File: src/rtl/noc_pkg.sv
// noc_pkg: constants and types shared by the ring router, the VC buffer and
// the VC injection arbiter.
//   FLIT_W     flit width (48)
//   NODE_W     destination node-id width (2)
//   HEAD_MARK  head-flit marker found in flit[47:42]
//   TAIL_MARK  tail-flit marker found in flit[47:40]
//   arb_state_t  arbiter FSM state
//   arb_dbg_t    arbiter debug bundle (state plus the two head destinations)
package noc_pkg;

   localparam int FLIT_W = 48;
   localparam int NODE_W = 2;

   localparam logic [5:0] HEAD_MARK = 6'b101111;
   localparam logic [7:0] TAIL_MARK = 8'b11111111;

   typedef logic [FLIT_W-1:0] flit_t;

   typedef enum logic [1:0] {
      ST_IDLE    = 2'd0,
      ST_LOCK_UP = 2'd1,
      ST_LOCK_NI = 2'd2
   } arb_state_t;

   typedef struct packed {
      arb_state_t        state;
      logic [NODE_W-1:0] up_dest;
      logic [NODE_W-1:0] ni_dest;
   } arb_dbg_t;

endpackage

File: src/rtl/vc_inject_arbiter_if.sv
// vc_inject_arbiter_if: flit handshakes between the two requesters, the
// arbiter and the VC buffer.
//   up_flit/up_valid/up_ready  upstream ring source
//   ni_flit/ni_valid/ni_ready  local NI source
//   inj_block                  congestion pause for new NI packets
//   buf_full                   VC buffer occupied
//   sel/vc_flit/vc_push        VC write side (sel: 1 = NI, 0 = upstream)
//
// Handshake: a flit moves on every cycle where its valid and ready are both
// high. ready is a zero-latency function of valid and the arbiter state, and
// valid must stay high with the flit stable until ready is seen. A ready
// without vc_push means the flit was discarded rather than written.
//
// master: the side that drives flits and the buffer status (router/bench).
// slave:  the arbiter.
interface vc_inject_arbiter_if;
   import noc_pkg::*;

   flit_t up_flit;
   logic  up_valid;
   logic  up_ready;
   flit_t ni_flit;
   logic  ni_valid;
   logic  ni_ready;
   logic  inj_block;
   logic  buf_full;
   logic  sel;
   flit_t vc_flit;
   logic  vc_push;

   modport master (
      output up_flit, up_valid, ni_flit, ni_valid, inj_block, buf_full,
      input  up_ready, ni_ready, sel, vc_flit, vc_push
   );

   modport slave (
      input  up_flit, up_valid, ni_flit, ni_valid, inj_block, buf_full,
      output up_ready, ni_ready, sel, vc_flit, vc_push
   );

endinterface

File: src/rtl/flit_classify.sv
// flit_classify: combinational decode of a flit's header byte.
//   flit     in  48  flit to classify
//   is_head  out 1   head marker present (and not a tail)
//   is_tail  out 1   tail marker present
//   dest     out 2   destination node field flit[41:40]
module flit_classify
   import noc_pkg::*;
#(
   parameter logic [5:0] HEAD = HEAD_MARK,
   parameter logic [7:0] TAIL = TAIL_MARK
) (
   input  flit_t             flit,
   output logic              is_head,
   output logic              is_tail,
   output logic [NODE_W-1:0] dest
);

   // Payload bits carry no routing information.
   logic unused_payload;
   assign unused_payload = ^flit[39:0];

   // The full-byte tail marker overlaps the head marker field, so a flit
   // matching both is a tail.
   assign is_tail = (flit[47:40] == TAIL);
   assign is_head = (flit[47:42] == HEAD) & ~is_tail;
   assign dest    = flit[41:40];

endmodule

File: src/rtl/vc_inject_arbiter.sv
// vc_inject_arbiter: shares one single-buffer VC between in-transit upstream
// ring traffic and local NI injection. The grant is held from head to tail.
// Upstream traffic has priority; the NI is guaranteed a turn after
// STARVE_MAX upstream packets pass it. New NI packets are held off while
// inj_block is high.
//   clk          in   system clock, rising edge
//   rst          in   asynchronous active-low reset
//   bus          slave modport: both sources, congestion/full inputs, VC side
//   lock_ni      out  an NI packet holds the VC
//   lock_up      out  an upstream packet holds the VC
//   starve_cnt   out  upstream packets that passed a waiting NI head
//   stall_alarm  out  lock idle for LOCK_TIMEOUT cycles
//   err_proto    out  sticky protocol-error flag
//   dbg          out  FSM state and head destinations
module vc_inject_arbiter
   import noc_pkg::*;
#(
   parameter logic [5:0] HEAD         = HEAD_MARK,
   parameter logic [7:0] TAIL         = TAIL_MARK,
   parameter int         STARVE_MAX   = 4,
   parameter int         LOCK_TIMEOUT = 64,
   parameter int         CNT_W        = 7
) (
   input  logic                clk,
   input  logic                rst,
   vc_inject_arbiter_if.slave  bus,
   output logic                lock_ni,
   output logic                lock_up,
   output logic [2:0]          starve_cnt,
   output logic                stall_alarm,
   output logic                err_proto,
   output arb_dbg_t            dbg
);

   arb_state_t        state_q, state_d;
   logic [2:0]        starve_q, starve_d;
   logic [CNT_W-1:0]  idle_q, idle_d;
   logic              err_q, err_d;

   logic              up_head, up_tail, ni_head, ni_tail;
   logic [NODE_W-1:0] up_dest, ni_dest;
   logic              up_hv, ni_hv;
   logic              ni_wins, up_wins;
   logic              grant_up, grant_ni, drop_up, drop_ni, sel_c;
   logic              acc_up, acc_ni, acc_any, acc_head, acc_tail;

   flit_classify #(.HEAD(HEAD), .TAIL(TAIL)) u_up_cls (
      .flit    (bus.up_flit),
      .is_head (up_head),
      .is_tail (up_tail),
      .dest    (up_dest)
   );

   flit_classify #(.HEAD(HEAD), .TAIL(TAIL)) u_ni_cls (
      .flit    (bus.ni_flit),
      .is_head (ni_head),
      .is_tail (ni_tail),
      .dest    (ni_dest)
   );

   assign up_hv = bus.up_valid & up_head;
   assign ni_hv = bus.ni_valid & ni_head;

   // The NI only jumps ahead of a waiting upstream head once the starvation
   // count has reached its bound; congestion always holds it back.
   assign ni_wins = ni_hv & ~bus.inj_block &
                    ((starve_q == 3'(STARVE_MAX)) | ~up_hv);
   assign up_wins = up_hv & ~ni_wins;

   // Grant, mux select and discard decisions.
   always_comb begin
      grant_up = 1'b0;
      grant_ni = 1'b0;
      drop_up  = 1'b0;
      drop_ni  = 1'b0;
      sel_c    = 1'b0;
      case (state_q)
         ST_IDLE: begin
            grant_up = up_wins;
            grant_ni = ni_wins;
            sel_c    = ni_wins;
            // A stray body/tail with nobody else taking the VC is discarded
            // so it cannot wedge its source. A flit whose source is blocked
            // or beaten by the other head simply waits.
            drop_up  = bus.up_valid & ~up_head & ~ni_wins;
            drop_ni  = bus.ni_valid & ~ni_head & ~up_wins & ~bus.inj_block &
                       ~drop_up;
         end
         ST_LOCK_UP: grant_up = 1'b1;
         ST_LOCK_NI: begin
            grant_ni = 1'b1;
            sel_c    = 1'b1;
         end
         default: ;
      endcase
   end

   // While rst is low every strobe is forced off, independent of the clock.
   assign acc_up   = rst & grant_up & bus.up_valid & ~bus.buf_full;
   assign acc_ni   = rst & grant_ni & bus.ni_valid & ~bus.buf_full;
   assign acc_any  = acc_up | acc_ni;
   assign acc_head = (acc_up & up_head) | (acc_ni & ni_head);
   assign acc_tail = (acc_up & up_tail) | (acc_ni & ni_tail);

   assign bus.up_ready = acc_up | (rst & drop_up);
   assign bus.ni_ready = acc_ni | (rst & drop_ni);
   assign bus.vc_push  = acc_any;
   assign bus.sel      = rst & sel_c;
   assign bus.vc_flit  = bus.sel ? bus.ni_flit : bus.up_flit;

   // Next-state logic.
   always_comb begin
      state_d  = state_q;
      starve_d = starve_q;
      idle_d   = idle_q;
      err_d    = err_q | (rst & (drop_up | drop_ni));
      case (state_q)
         ST_IDLE: begin
            idle_d = '0;
            if (acc_ni) begin
               state_d  = ST_LOCK_NI;
               starve_d = '0;
            end else if (acc_up) begin
               state_d = ST_LOCK_UP;
            end
         end
         ST_LOCK_UP, ST_LOCK_NI: begin
            if (acc_any) begin
               idle_d = '0;
            end else if (idle_q != '1) begin
               idle_d = idle_q + CNT_W'(1);
            end
            // A head inside a packet is passed on as body but flagged.
            if (acc_head) begin
               err_d = 1'b1;
            end
            if (acc_tail) begin
               state_d = ST_IDLE;
               idle_d  = '0;
            end
            if ((state_q == ST_LOCK_UP) && acc_tail && ni_hv &&
                (starve_q < 3'(STARVE_MAX))) begin
               starve_d = starve_q + 3'd1;
            end
         end
         default: begin
            state_d = ST_IDLE;
            idle_d  = '0;
         end
      endcase
   end

   always_ff @(posedge clk or negedge rst) begin
      if (!rst) begin
         state_q  <= ST_IDLE;
         starve_q <= '0;
         idle_q   <= '0;
         err_q    <= 1'b0;
      end else begin
         state_q  <= state_d;
         starve_q <= starve_d;
         idle_q   <= idle_d;
         err_q    <= err_d;
      end
   end

   assign lock_up     = (state_q == ST_LOCK_UP);
   assign lock_ni     = (state_q == ST_LOCK_NI);
   assign starve_cnt  = starve_q;
   assign stall_alarm = (state_q != ST_IDLE) &&
                        (idle_q >= CNT_W'(LOCK_TIMEOUT));
   assign err_proto   = err_q;

   assign dbg.state   = state_q;
   assign dbg.up_dest = up_dest;
   assign dbg.ni_dest = ni_dest;

endmodule

File: src/flat_wrapper.sv
// flat-port wrapper written by rule: the top's interface ports become plain ports
module vc_inject_arbiter_flat import noc_pkg::*;
#(
   parameter logic [5:0] HEAD         = HEAD_MARK,
   parameter logic [7:0] TAIL         = TAIL_MARK,
   parameter int         STARVE_MAX   = 4,
   parameter int         LOCK_TIMEOUT = 64,
   parameter int         CNT_W        = 7
)
  (clk, rst, lock_ni, lock_up, starve_cnt, stall_alarm, err_proto, dbg, bus_up_flit, bus_up_valid, bus_ni_flit, bus_ni_valid, bus_inj_block, bus_buf_full, bus_up_ready, bus_ni_ready, bus_sel, bus_vc_flit, bus_vc_push);
  vc_inject_arbiter_if bus_i ();
  input  logic clk;
  input  logic rst;
  output logic lock_ni;
  output logic lock_up;
  output logic [2:0] starve_cnt;
  output logic stall_alarm;
  output logic err_proto;
  output arb_dbg_t dbg;
  input wire logic [$bits(bus_i.up_flit)-1:0] bus_up_flit;
  input wire logic [$bits(bus_i.up_valid)-1:0] bus_up_valid;
  input wire logic [$bits(bus_i.ni_flit)-1:0] bus_ni_flit;
  input wire logic [$bits(bus_i.ni_valid)-1:0] bus_ni_valid;
  input wire logic [$bits(bus_i.inj_block)-1:0] bus_inj_block;
  input wire logic [$bits(bus_i.buf_full)-1:0] bus_buf_full;
  output wire logic [$bits(bus_i.up_ready)-1:0] bus_up_ready;
  output wire logic [$bits(bus_i.ni_ready)-1:0] bus_ni_ready;
  output wire logic [$bits(bus_i.sel)-1:0] bus_sel;
  output wire logic [$bits(bus_i.vc_flit)-1:0] bus_vc_flit;
  output wire logic [$bits(bus_i.vc_push)-1:0] bus_vc_push;
  assign bus_i.up_flit = bus_up_flit;
  assign bus_i.up_valid = bus_up_valid;
  assign bus_i.ni_flit = bus_ni_flit;
  assign bus_i.ni_valid = bus_ni_valid;
  assign bus_i.inj_block = bus_inj_block;
  assign bus_i.buf_full = bus_buf_full;
  assign bus_up_ready = bus_i.up_ready;
  assign bus_ni_ready = bus_i.ni_ready;
  assign bus_sel = bus_i.sel;
  assign bus_vc_flit = bus_i.vc_flit;
  assign bus_vc_push = bus_i.vc_push;
  vc_inject_arbiter #(.HEAD(HEAD), .TAIL(TAIL), .STARVE_MAX(STARVE_MAX), .LOCK_TIMEOUT(LOCK_TIMEOUT), .CNT_W(CNT_W)) u_core (.clk(clk), .rst(rst), .bus(bus_i), .lock_ni(lock_ni), .lock_up(lock_up), .starve_cnt(starve_cnt), .stall_alarm(stall_alarm), .err_proto(err_proto), .dbg(dbg));
endmodule
File: config.mk
export PLATFORM = sky130hd
export DESIGN_NAME = vc_inject_arbiter_flat
export DESIGN_NICKNAME = d
export VERILOG_FILES = /design/src/rtl/noc_pkg.sv /design/src/rtl/vc_inject_arbiter_if.sv /design/src/rtl/flit_classify.sv /design/src/rtl/vc_inject_arbiter.sv /design/src/flat_wrapper.sv
export SDC_FILE = /design/constraint.sdc
export NUM_CORES = 1
export LEC_CHECK = 0
export CORE_ASPECT_RATIO = 1.1
export CORE_MARGIN = 2
export CORE_UTILIZATION = 30
export CTS_BUF_LIST = sky130_fd_sc_hd__clkbuf_4 sky130_fd_sc_hd__clkbuf_8 sky130_fd_sc_hd__clkbuf_16
export DETAILED_ROUTE_END_ITERATION = 16
export GPL_TIMING_DRIVEN = 0
export PLACE_DENSITY = 0.91
export SKIP_LAST_GASP = 1
export SLEW_MARGIN = 25
export SYNTH_ARGS = -nofsm -noshare
export SYNTH_HDL_FRONTEND = slang
export SYNTH_SLANG_ARGS = --single-unit
export TNS_END_PERCENT = 20
File: constraint.sdc
create_clock -name clk -period 2.4 [get_ports clk]
set_clock_uncertainty 0.1 [all_clocks]
set_input_delay 0.24 -clock clk [delete_from_list [all_inputs] [get_ports clk]]
set_output_delay 0.24 -clock clk [all_outputs]
set_load 0.01 [all_outputs]
**Yosys cells after proc, flatten, opt, wreduce, memory -nomap -nowiden**

Index checks and enable logic that the tools add are counted.

- Output and inout bits: 65
- Flip-flop bits (word level): 13
- Input bits: 102
- Word-level logic and storage cells: 93

- Bitwise operators: 44
- Muxes and demuxes: 18
- Add/sub/neg operators: 2
- Magnitude comparators: 2
- Reduce and logical (&&, ||, !) cells: 10
- Equal/unequal tests: 13

Operators with widths:

| kind | count |
|---|---|
| $mux W48 | 1 |
| $mux W7 | 4 |
| $and A1 B1 Y1 | 26 |
| $eq A8 B8 Y1 const B | 2 |
| $eq A6 B6 Y1 const B | 2 |
| $not A1 Y1 | 10 |
| $or A1 B1 Y1 | 8 |
| $add A7 B1 Y7 const B | 1 |
| $ge A7 B7 Y1 const B | 1 |
| $ne A7 B7 Y1 const B | 1 |
| $mux W2 | 3 |
| $mux W3 | 2 |
| $ne A2 B1 Y1 const B | 3 |
| $pmux W3 S2 | 1 |
| $logic_and A1 B1 Y1 | 4 |
| $mux W1 | 4 |
| $ne A4 B2 Y1 const B | 1 |
| $pmux W1 S2 | 2 |
| $pmux W2 S2 | 1 |
| $reduce_bool A2 Y1 | 2 |
| $add A3 B1 Y3 const B | 1 |
| $eq A3 B3 Y1 const B | 1 |
| $lt A3 B3 Y1 const B | 1 |
| $ne A3 B1 Y1 const B | 1 |
| 6 further kinds | 6 |

**Depth between registers and ports, before layout**

Gate-level depths: netlist of run 1.

- Word-level depth: 20
- Mapped depth: 9
- Depth with buffers taken out: 8

**Modules after synthesis**

Synthesis of run 1 repeated with hierarchy kept, for this count alone.

- Cells, all modules: 167
- Area, all modules: 1566.5 µm²

Modules (own cells, without submodules):

| module | cells each | area an instance (µm²) | instances | sequential area each (µm²) |
|---|---|---|---|---|
| vc_inject_arbiter | 153 | 1458.9 | 1 | 325.3 |
| flit_classify | 7 | 53.8 | 2 | 0.0 |

**Least setup slack after synthesis of run 1**

Ideal clock, no wire load.

- Kind: flip-flop to output port
- Start point: register u_core.starve_q[0] (netlist: u_core.starve_cnt[0])
- End point: output bus_vc_flit[2]
- Slack: 0.135 ns
- Stages on the path, launching flop included: 10
- Buffers on the path: 2
- Required time: 2.060 ns
- Arrival: 1.925 ns
- Path through: dfrtp_1 -> inv_1 -> ha_1 -> nand2_1 -> nand4_1 -> and3_1 -> o21ai_2 -> buf_6 -> buf_6 -> mux2_4

- Cells in the longest elaborated chain, start to end: 6

RTL lines:

| what | line | source |
|---|---|---|
| start: declaration | vc_inject_arbiter.sv:36 | `logic [2:0] starve_q, starve_d;` |
| start signal: assignment | vc_inject_arbiter.sv:161 | `starve_q <= starve_d;` |
| $eq A3 B3 Y1 | vc_inject_arbiter.sv:67 | `((starve_q == 3'(STARVE_MAX)) \| ~up_hv);` |
| $or A1 B1 Y1 | vc_inject_arbiter.sv:67 |  |
| $and A1 B1 Y1 | vc_inject_arbiter.sv:66 | `assign ni_wins = ni_hv & ~bus.inj_block &` |
| $pmux W1 S2 | vc_inject_arbiter.sv:77 | `case (state_q)` |
| $and A1 B1 Y1 | vc_inject_arbiter.sv:108 | `assign bus.sel = rst & sel_c;` |
| $mux W48 | vc_inject_arbiter.sv:109 | `assign bus.vc_flit = bus.sel ? bus.ni_flit : bus.up_flit;` |
| end: declaration | flat_wrapper.sv:29 | `output wire logic [$bits(bus_i.vc_flit)-1:0] bus_vc_flit;` |

No other way between the ends.

**Final worst setup path of run 1**

- Start point: register u_core.starve_q[1] (netlist: u_core.starve_cnt[1])
- End point: output bus_vc_flit[30]

The elaborated chain is that of the path after synthesis.

==> results.yml, run 1 <==
setup_path:
  path_cells: "inv_2, ha_4, nand2_2, nand4_1, and3_4, o21ai_4, buf_12, buf_8, buf_12, mux2_4, buf_6"
  criticalPathCategory: "reg -> out"
  arrival_ps: 2220
  worstReg2RegStart: "u_core.state_q[1]"
  cp-end-kind: "primary output"
  cp_slowest_cell: "dfrtp_1"
  critPathLaunchType: "register"
  critPathMaxStageDelay_ps: 360
  crit_fanout: 8
  cp_common_cell: "buf_12"
  required_ps: 2060
  worstSetupStartpoint: "u_core.starve_cnt[1]"
detailed_routing:
  drcViolationCount: 0
  via_count: 2307
  firstDrtPassIters: 4
  wl_per_cell_um: 20.23
  viasPerCell: 5.255
  ant_nets: 0
  drt_wl_total_um: 8881
  drt_iter0_markers: 86
clock_network:
  cts_tree: "done"
  cts.sinks: 13
  clk_path_buf_depth: 2
  cts_buffers: 3
  cts_htree_levels: 1
  cts.clk_slew.worst_paths_ps: 60
  clk_latency_ps: 260
  root_buffer: "clkbuf_8"
timing:
  layout_min_cycle_time_ps: 2564
  setup_violations: 52
  slew_headroom: 0.6010
  period_share: 1.068
  slew_viol_final: 0
  setup_slack_ps: -163.9
  fmax_mhz: 390.0
  fin_tns_setup_ps: -6904
  tightest_slew_ps: 596.5
  rsz0062_at_grt: "yes"
  hold_viol: 0
power:
  vdd_drop_max_v: 0.0006015
  power_density_nw_per_um2: 565.2
  p_leak_nw: 1.729
  total_power_mw: 2.125
yosys:
  async_reset_ff_frac: 1.000
  ys_ff_latch: 13
  syn_nets: 280
  synth_edf_count: 0
  syn_area_um2: 1624
  yosysUniqueCellTypes: 42
  synth_cells: 171
  avgSynthCellArea_um2: 9.497
  synthFlopType: "dfrtp_1"
  yosys_warnings: 0
  ys_seq_area_frac: 0.2003
grt:
  grt_overflow: 0
  antenna_found_initial: 1
  track_usage: 0.2886
  grt_pass1_wl_um: 12910
  grt_max_degree: 14
  grt_pass1_vias: 2392
final_layout:
  multi_input_area_um2: 1331
  postLayoutCoreUtil: 0.7107
  layout-area-overhead-vs-synth_pct: 131.5
  mostFrequentLayoutCell: "clkdlybuf4s50_1"
  layout_common_cells: "clkdlybuf4s50_1, buf_6, mux2_4, mux2_2, buf_4"
  drive_gt1_frac: 0.4050
  seqCellArea_um2: 325.3
  fin_nets: 473
  nFillCells: 361
placement:
  hpwl_um: 6450
  portBuffers: 166
  gp_congestion: 0.8478
run_status:
  violations: "negative setup slack"
  status: "finished, violations left"
floorplan:
  die_x_um: 74.15
  pin_count: 167
  die_area_um2: 6018
  rows: 28
  start_util: 0.3070
  core_um2: 5290
  die_h_um: 81.17
hold_path:
  min_path_type: "reg -> reg"
  min_from: "u_core.err_proto"
run:
  max_cap_viol_count: 0
-- synth_stat cells, drive strengths merged, types with 2 or more instances --
master,count,share of area
mux2,48,0.35
and2,2,0.0077
inv,6,0.014
nand2,6,0.014
a41oi,2,0.011
and3,4,0.015
buf,9,0.042
o21bai,2,0.012
nand2b,3,0.012
o22ai,2,0.0077
a31oi,4,0.015
nand4,4,0.015
or4,2,0.0092
ha,7,0.054
nor2b,2,0.0077
nand3b,3,0.014
o21ai,10,0.035
dfrtp,13,0.20
nor2,12,0.028
a21oi,4,0.012
nand3,10,0.031
-- kinds of logic after synthesis --
| group | Yosys count | share of synthesized area |
|---|---|---|
| xor gates and xnor gates | 2 | 0.01079 |
| DFF | 13 | 0.2003 |
| AOI/OAI and AO/OA | 31 | 0.1302 |
| muxes | 49 | 0.3598 |
| buffers and inverters | 15 | 0.05547 |
| adders and majority gates | 7 | 0.05393 |
| and+or+nand+nor | 54 | 0.1895 |
-- worst paths after layout --
path                       slack (ps)                   end  cells after the start
max                              -160       bus_vc_flit[30]                     11
min                               420      u_core.err_proto                      1
max reg2reg                        90  u_core.starve_cnt[0]                      8
min reg2reg                       420      u_core.err_proto                      1
max in group asynchronous        1140      u_core.idle_q[6]                      2
min in group asynchronous         660      u_core.idle_q[1]                      2
-- critical path: cells and delay by family, from the launching register on --
kind	cells	cell delay, ps
buf+inv	5	560
simple gates	3	440
flops	1	360
mux	1	310
fa+ha+maj	1	160
compound gates	1	130
-- through the flow --
stage          hold slack (ps)  area [um2]  worst slack [ps]  instances
6_report                 419.8        3760            -163.9        439
2_1_floorplan           -155.6        1624             134.9        171
3_5_place_dp             375.0        3379            -897.4        412
4_1_cts                  405.7        3706            -116.9        438
3_3_place_gp             392.4        3379            -872.8        412
5_1_grt                  433.3        3760            -219.2        439
-- metal layers --
metal | GRT usage | part of all wire | vias to the layer above
met5 | 0 | 0 | -
met4 | 0.1182 | 0.034 | 0
met3 | 0.06824 | 0.10 | 24
met2 | 0.5277 | 0.50 | 160
met1 | 0.3148 | 0.36 | 1091
li1 | - | - | 1032
-- cell type report --
class,count,area share
clock buffer,4,0.01298
buffer,9,0.02862
timing repair buffer,188,0.4862
inverter,6,0.005990
sequential,13,0.08652
tap,75,0.02496
antenna,1,0.0006656
multi-input combinational,143,0.3541
-- state kept, by name, indices dropped and copies added (netlist names) --
register	count
u_core.err_proto	1
u_core.starve_cnt	3
u_core.idle_q	7
u_core.state_q	2
-- power breakdown --
part	leakage, nW	switching, mW	internal [mW]
clock	0.0262	0.0883	0.129
combinational	1.53	0.703	0.942
sequential	0.175	0.0191	0.244
-- repair_timing --
item | CTS | global route
pin swaps | 8 | 2
gates cloned | 3 | 0
hold endpoints to repair | 13 | 0
setup endpoints to repair | 65 | 53
gates resized for setup | 285 | 13
buffers inserted | 18 | 1
hold buffers | 1 | 0
No activity file was read; power rests on OpenSTA's default activity.
==> run 2, diff against run 1 <==
==> constraint.sdc (replaced) <==
create_clock -name clk -period 2.4 [get_ports clk]
set_clock_uncertainty 0.1 [all_clocks]
set_input_delay 0.48 -clock clk [delete_from_list [all_inputs] [get_ports clk]]
set_output_delay 0.48 -clock clk [all_outputs]
set_load 0.01 [all_outputs]
==> results.yml, run 2 (synthesis gave the netlist of run 1 again) <==
run_status:
  status: "finished, violations left"
  violations: "negative setup slack"
placement:
  pre_cts_slack_ps: -1300
  dp.cells: 412
  gp_congestion: 0.9311
  postPlaceCellArea_um2: 3383
  hpwl_um: 6135
  portBuffers: 166
setup_path:
  critPathLaunchType: "register"
  criticalPathCategory: "reg -> out"
  worstReg2RegStart: "u_core.state_q[1]"
  arrival_ps: 2190
  cp-end-kind: "primary output"
  rrSetupSlack_ps: 10
  worstSetupStartpoint: "u_core.starve_cnt[0]"
  required_ps: 1820
  crit_fanout: 5
final_layout:
  mostFrequentLayoutCell: "clkdlybuf4s50_1"
  nFillCells: 387
  drive_gt1_frac: 0.4384
  antenna_cells: 0
  largest_reg_flops: 7
  registers.top_by_ff_count: "u_core.idle_q"
  layout_common_cells: "clkdlybuf4s50_1, buf_6, mux2_4, buf_4, mux2_2"
  layout-area-overhead-vs-synth_pct: 130.8
  instances_no_fill: 440
  fin_nets: 475
  fin_area_um2: 3749
  postLayoutCoreUtil: 0.7086
grt:
  grt_max_degree: 19
  antenna_found_initial: 0
  grt_pass1_wl_um: 11700
  track_usage: 0.2582
  grt_pass1_vias: 2227
  grt_overflow: 0
detailed_routing:
  via_count: 2283
  firstDrtPassIters: 4
  drcViolationCount: 0
  drt_wl_total_um: 8526
  wl_per_cell_um: 19.38
  drt_iter0_markers: 73
  ant_nets: 0
  viasPerCell: 5.189
floorplan:
  die_h_um: 81.17
  die_area_um2: 6018
  rows: 28
  pin_count: 167
  start_util: 0.3070
  die_x_um: 74.15
  core_um2: 5290
clock_network:
  clk_latency_ps: 250
  cts.clk_slew.worst_paths_ps: 60
  cts_tree: "done"
  cts_buffers: 3
  cts.sinks: 13
  cts_htree_levels: 1
  root_buffer: "clkbuf_8"
  clk_path_buf_depth: 2
run:
  max_cap_viol_count: 0
timing:
  period_share: 1.155
  setup_violations: 53
  rsz0062_at_grt: "yes"
  tightest_slew_ps: 448.6
  whs_ps: 59.28
  fin_tns_setup_ps: -17730
  setup_slack_ps: -373.0
  hold_viol: 0
  fmax_mhz: 360.6
  layout_min_cycle_time_ps: 2773
  slew_headroom: 0.6982
  slew_viol_final: 0
hold_path:
  min_path_type: "in -> async"
power:
  power_density_nw_per_um2: 549.0
  total_power_mw: 2.058
  p_leak_nw: 1.733
  vdd_drop_max_v: 0.0004872
-- run 2: critical path: stages (launching register included) --
cell,delay [ps]
dfrtp_1,370
inv_2,70
ha_4,170
nand2_2,50
nand4_1,110
and3_4,200
o21ai_4,120
buf_6,130
buf_4,110
buf_6,110
mux2_2,330
buf_2,140
-- run 2: cell type report --
| type | instances | area (um2) | share of cell area |
|---|---|---|---|
| Tap cell | 75 | 93.84 | 0.02503 |
| Clock buffer | 4 | 48.80 | 0.01302 |
| Timing Repair Buffer | 191 | 1821 | 0.4856 |
| Buffer | 8 | 82.58 | 0.02203 |
| Multi-Input combinational cell | 143 | 1354 | 0.3611 |
| Inverter | 6 | 22.52 | 0.006008 |
| Sequential cell | 13 | 326.6 | 0.08712 |
-- run 2: what timing repair did --
action / CTS / global route
setup endpoints to repair: 65 / 54
gates resized for setup: 262 / 61
pin swaps: 7 / 6
hold buffers: 0 / 0
buffers inserted: 14 / 8
gates cloned: 3 / 0
-- run 2: worst paths after layout --
kind	end	depth (start not counted)
min reg2reg	u_core.err_proto	1
max reg2reg	u_core.starve_cnt[0]	8
min in group clk	u_core.err_proto	1
min	u_core.idle_q[0]	1
max in group asynchronous	u_core.state_q[1]	1
max	bus_vc_flit[41]	11
-- run 2: where the power goes --
group | internal [mW] | leakage [nW] | switching (mW) | total [mW]
combinational | 0.906 | 1.53 | 0.675 | 1.58
clock | 0.129 | 0.0262 | 0.0793 | 0.208
sequential | 0.245 | 0.173 | 0.0243 | 0.270
-- run 2: layer usage --
metal,up-vias,GRT usage,part of all wire
met5,-,0,0
met4,0,0.06727,0.019
met3,22,0.07568,0.10
met2,143,0.4839,0.51
met1,1079,0.2786,0.37
li1,1039,-,-
==> run 3, diff against run 2 <==
Settings changed: ABC_CLOCK_PERIOD_IN_PS from default to 2400, HOLD_SLACK_MARGIN from default to 0.05, REMOVE_ABC_BUFFERS from default to 1.
==> results.yml, run 3 (synthesis gave the netlist of run 1 again) <==
grt:
  grt_overflow: 0
  met2_usage: 0.5527
  grtUsageMet3: 0.06824
  grt_use_met1: 0.3258
  grt_pass1_wl_um: 13220
  antenna_found_initial: 0
  grt_max_degree: 19
  track_usage: 0.2988
  grt_pass1_vias: 2338
  grt.busiest_layer: "met2"
setup_path:
  criticalPathCategory: "in -> out"
  cp-end-kind: "primary output"
  r2r_end: "u_core.starve_cnt[1]"
  worstSetupStartpoint: "bus_up_flit[42]"
  rr_worst_depth: 8
  rrSetupSlack_ps: 20
  arrival_ps: 2270
  crit_fanout: 6
  required_ps: 1820
  critPathLaunchType: "primary input"
  worstReg2RegStart: "u_core.state_q[0]"
placement:
  postPlaceCellArea_um2: 3374
  portBuffers: 166
  gp_congestion: 0.8727
  hpwl_um: 6701
  dp.cells: 405
run_status:
  violations: "negative setup slack"
  status: "finished, violations left"
timing:
  rsz0062_at_grt: "yes"
  setup_slack_ps: -449.2
  layout_min_cycle_time_ps: 2849
  period_share: 1.187
  hold_viol: 0
  tightest_slew_ps: 508.8
  fmax_mhz: 351.0
  setup_violations: 53
  slew_headroom: 0.6597
  slew_viol_final: 0
detailed_routing:
  firstDrtPassIters: 4
  drcViolationCount: 0
  via_count: 2494
  drt_iter0_markers: 212
  wl_per_cell_um: 25.10
  ant_nets: 0
  viasPerCell: 5.655
  drt_wl_total_um: 11070
hold_path:
  worstHoldEndpoint: "u_core.err_proto"
  hold_depth: 1
  min_path_type: "reg -> reg"
  min_from: "u_core.err_proto"
clock_network:
  cts.sinks: 13
  clk_latency_ps: 240
  cts_htree_levels: 1
  clk_path_buf_depth: 2
  cts_tree: "done"
  cts_buffers: 3
  cts.clk_slew.worst_paths_ps: 50
  root_buffer: "clkbuf_8"
final_layout:
  fin_nets: 476
  drive_gt1_frac: 0.4317
  registers.top_by_ff_count: "u_core.idle_q"
  postLayoutCoreUtil: 0.7351
  seqCellArea_um2: 325.3
  instances_no_fill: 441
  multi_input_area_um2: 1385
  nFillCells: 305
  layout_common_cells: "clkdlybuf4s50_1, mux2_4, buf_6, buf_4"
  mostFrequentLayoutCell: "clkdlybuf4s50_1"
  fin_area_um2: 3889
  largest_reg_flops: 7
  antenna_cells: 0
  layout-area-overhead-vs-synth_pct: 139.4
floorplan:
  core_um2: 5290
  pin_count: 167
  rows: 28
  die_area_um2: 6018
  die_x_um: 74.15
  start_util: 0.3070
  die_h_um: 81.17
power:
  p_switching_mw: 0.8688
  p_clk_frac: 0.091
  switching_share: 0.3872
  p_int_mw: 1.375
  p_leak_nw: 1.821
  pwr-share-seq: 0.118
  p_comb_frac: 0.792
  total_power_mw: 2.244
  power_density_nw_per_um2: 576.9
  vdd_drop_max_v: 0.0005069
run:
  max_cap_viol_count: 0
run 3: power by group through the flow:
| stage | Sequential, mW | Combinational, mW | Clock [mW] |
|---|---|---|---|
| floorplan | 0.274 | 0.623 | 0 |
| global placement | 0.270 | 1.27 | 0 |
| detailed placement | 0.273 | 1.33 | 0 |
| CTS | 0.263 | 1.56 | 0.203 |
| global route | 0.266 | 1.84 | 0.217 |
| finish | 0.264 | 1.78 | 0.204 |
run 3: through the flow:
step	hold WS (ps)	worst slack (ps)	setup TNS (ps)
after global placement	388.1	-2753	-141660
after CTS	180.5	-406.4	-19580
after floorplan	84.41	-1201	-57830
after detailed placement	384.7	-1405	-77770
final	398.8	-449.2	-20070
after global routing	436.3	-469.2	-21690
run 3: area by class of cell:
class                   instances  area share
flip-flops and latches         13     0.08366
inverters                       6    0.005792
multi-input cells             143      0.3562
repair buffers                200      0.5177
clock buffers                   4     0.01255
well taps                      75     0.02413
run 3: what timing repair did:
action | in CTS | in global routing
setup endpoints to repair | 65 | 65
hold buffers | 0 | 2
pin swaps | 8 | 5
gates cloned | 3 | 1
buffers inserted | 24 | 9
resized for setup | 271 | 45
hold endpoints to repair | 0 | 1
run 3: worst max path at each step:
stage,to,slack (ps),depth (start not counted)
2_1_floorplan,bus_vc_flit[0],-1200,7
3_3_place_gp,bus_vc_flit[0],-2750,7
3_5_place_dp,bus_vc_flit[10],-1410,8
4_1_cts,bus_vc_flit[16],-410,11
5_1_grt,bus_vc_flit[18],-470,11
6_report,bus_vc_flit[18],-450,10
run 3: worst max-delay path, stage by stage:
cell,delay [ps]
buf_2,140
and4_1,260
nand4_1,150
and3_4,200
o21ai_4,170
buf_12,150
buf_12,110
buf_16,120
mux2_2,350
buf_6,130
run 3: per-layer routing:
layer | routed length, um | part of all wire | vias up
li1 | - | - | 1037
met1 | 3685 | 0.33 | 1168
met2 | 5486 | 0.50 | 219
met3 | 1189 | 0.11 | 70
met4 | 708 | 0.064 | 0
met5 | 0 | 0 | -
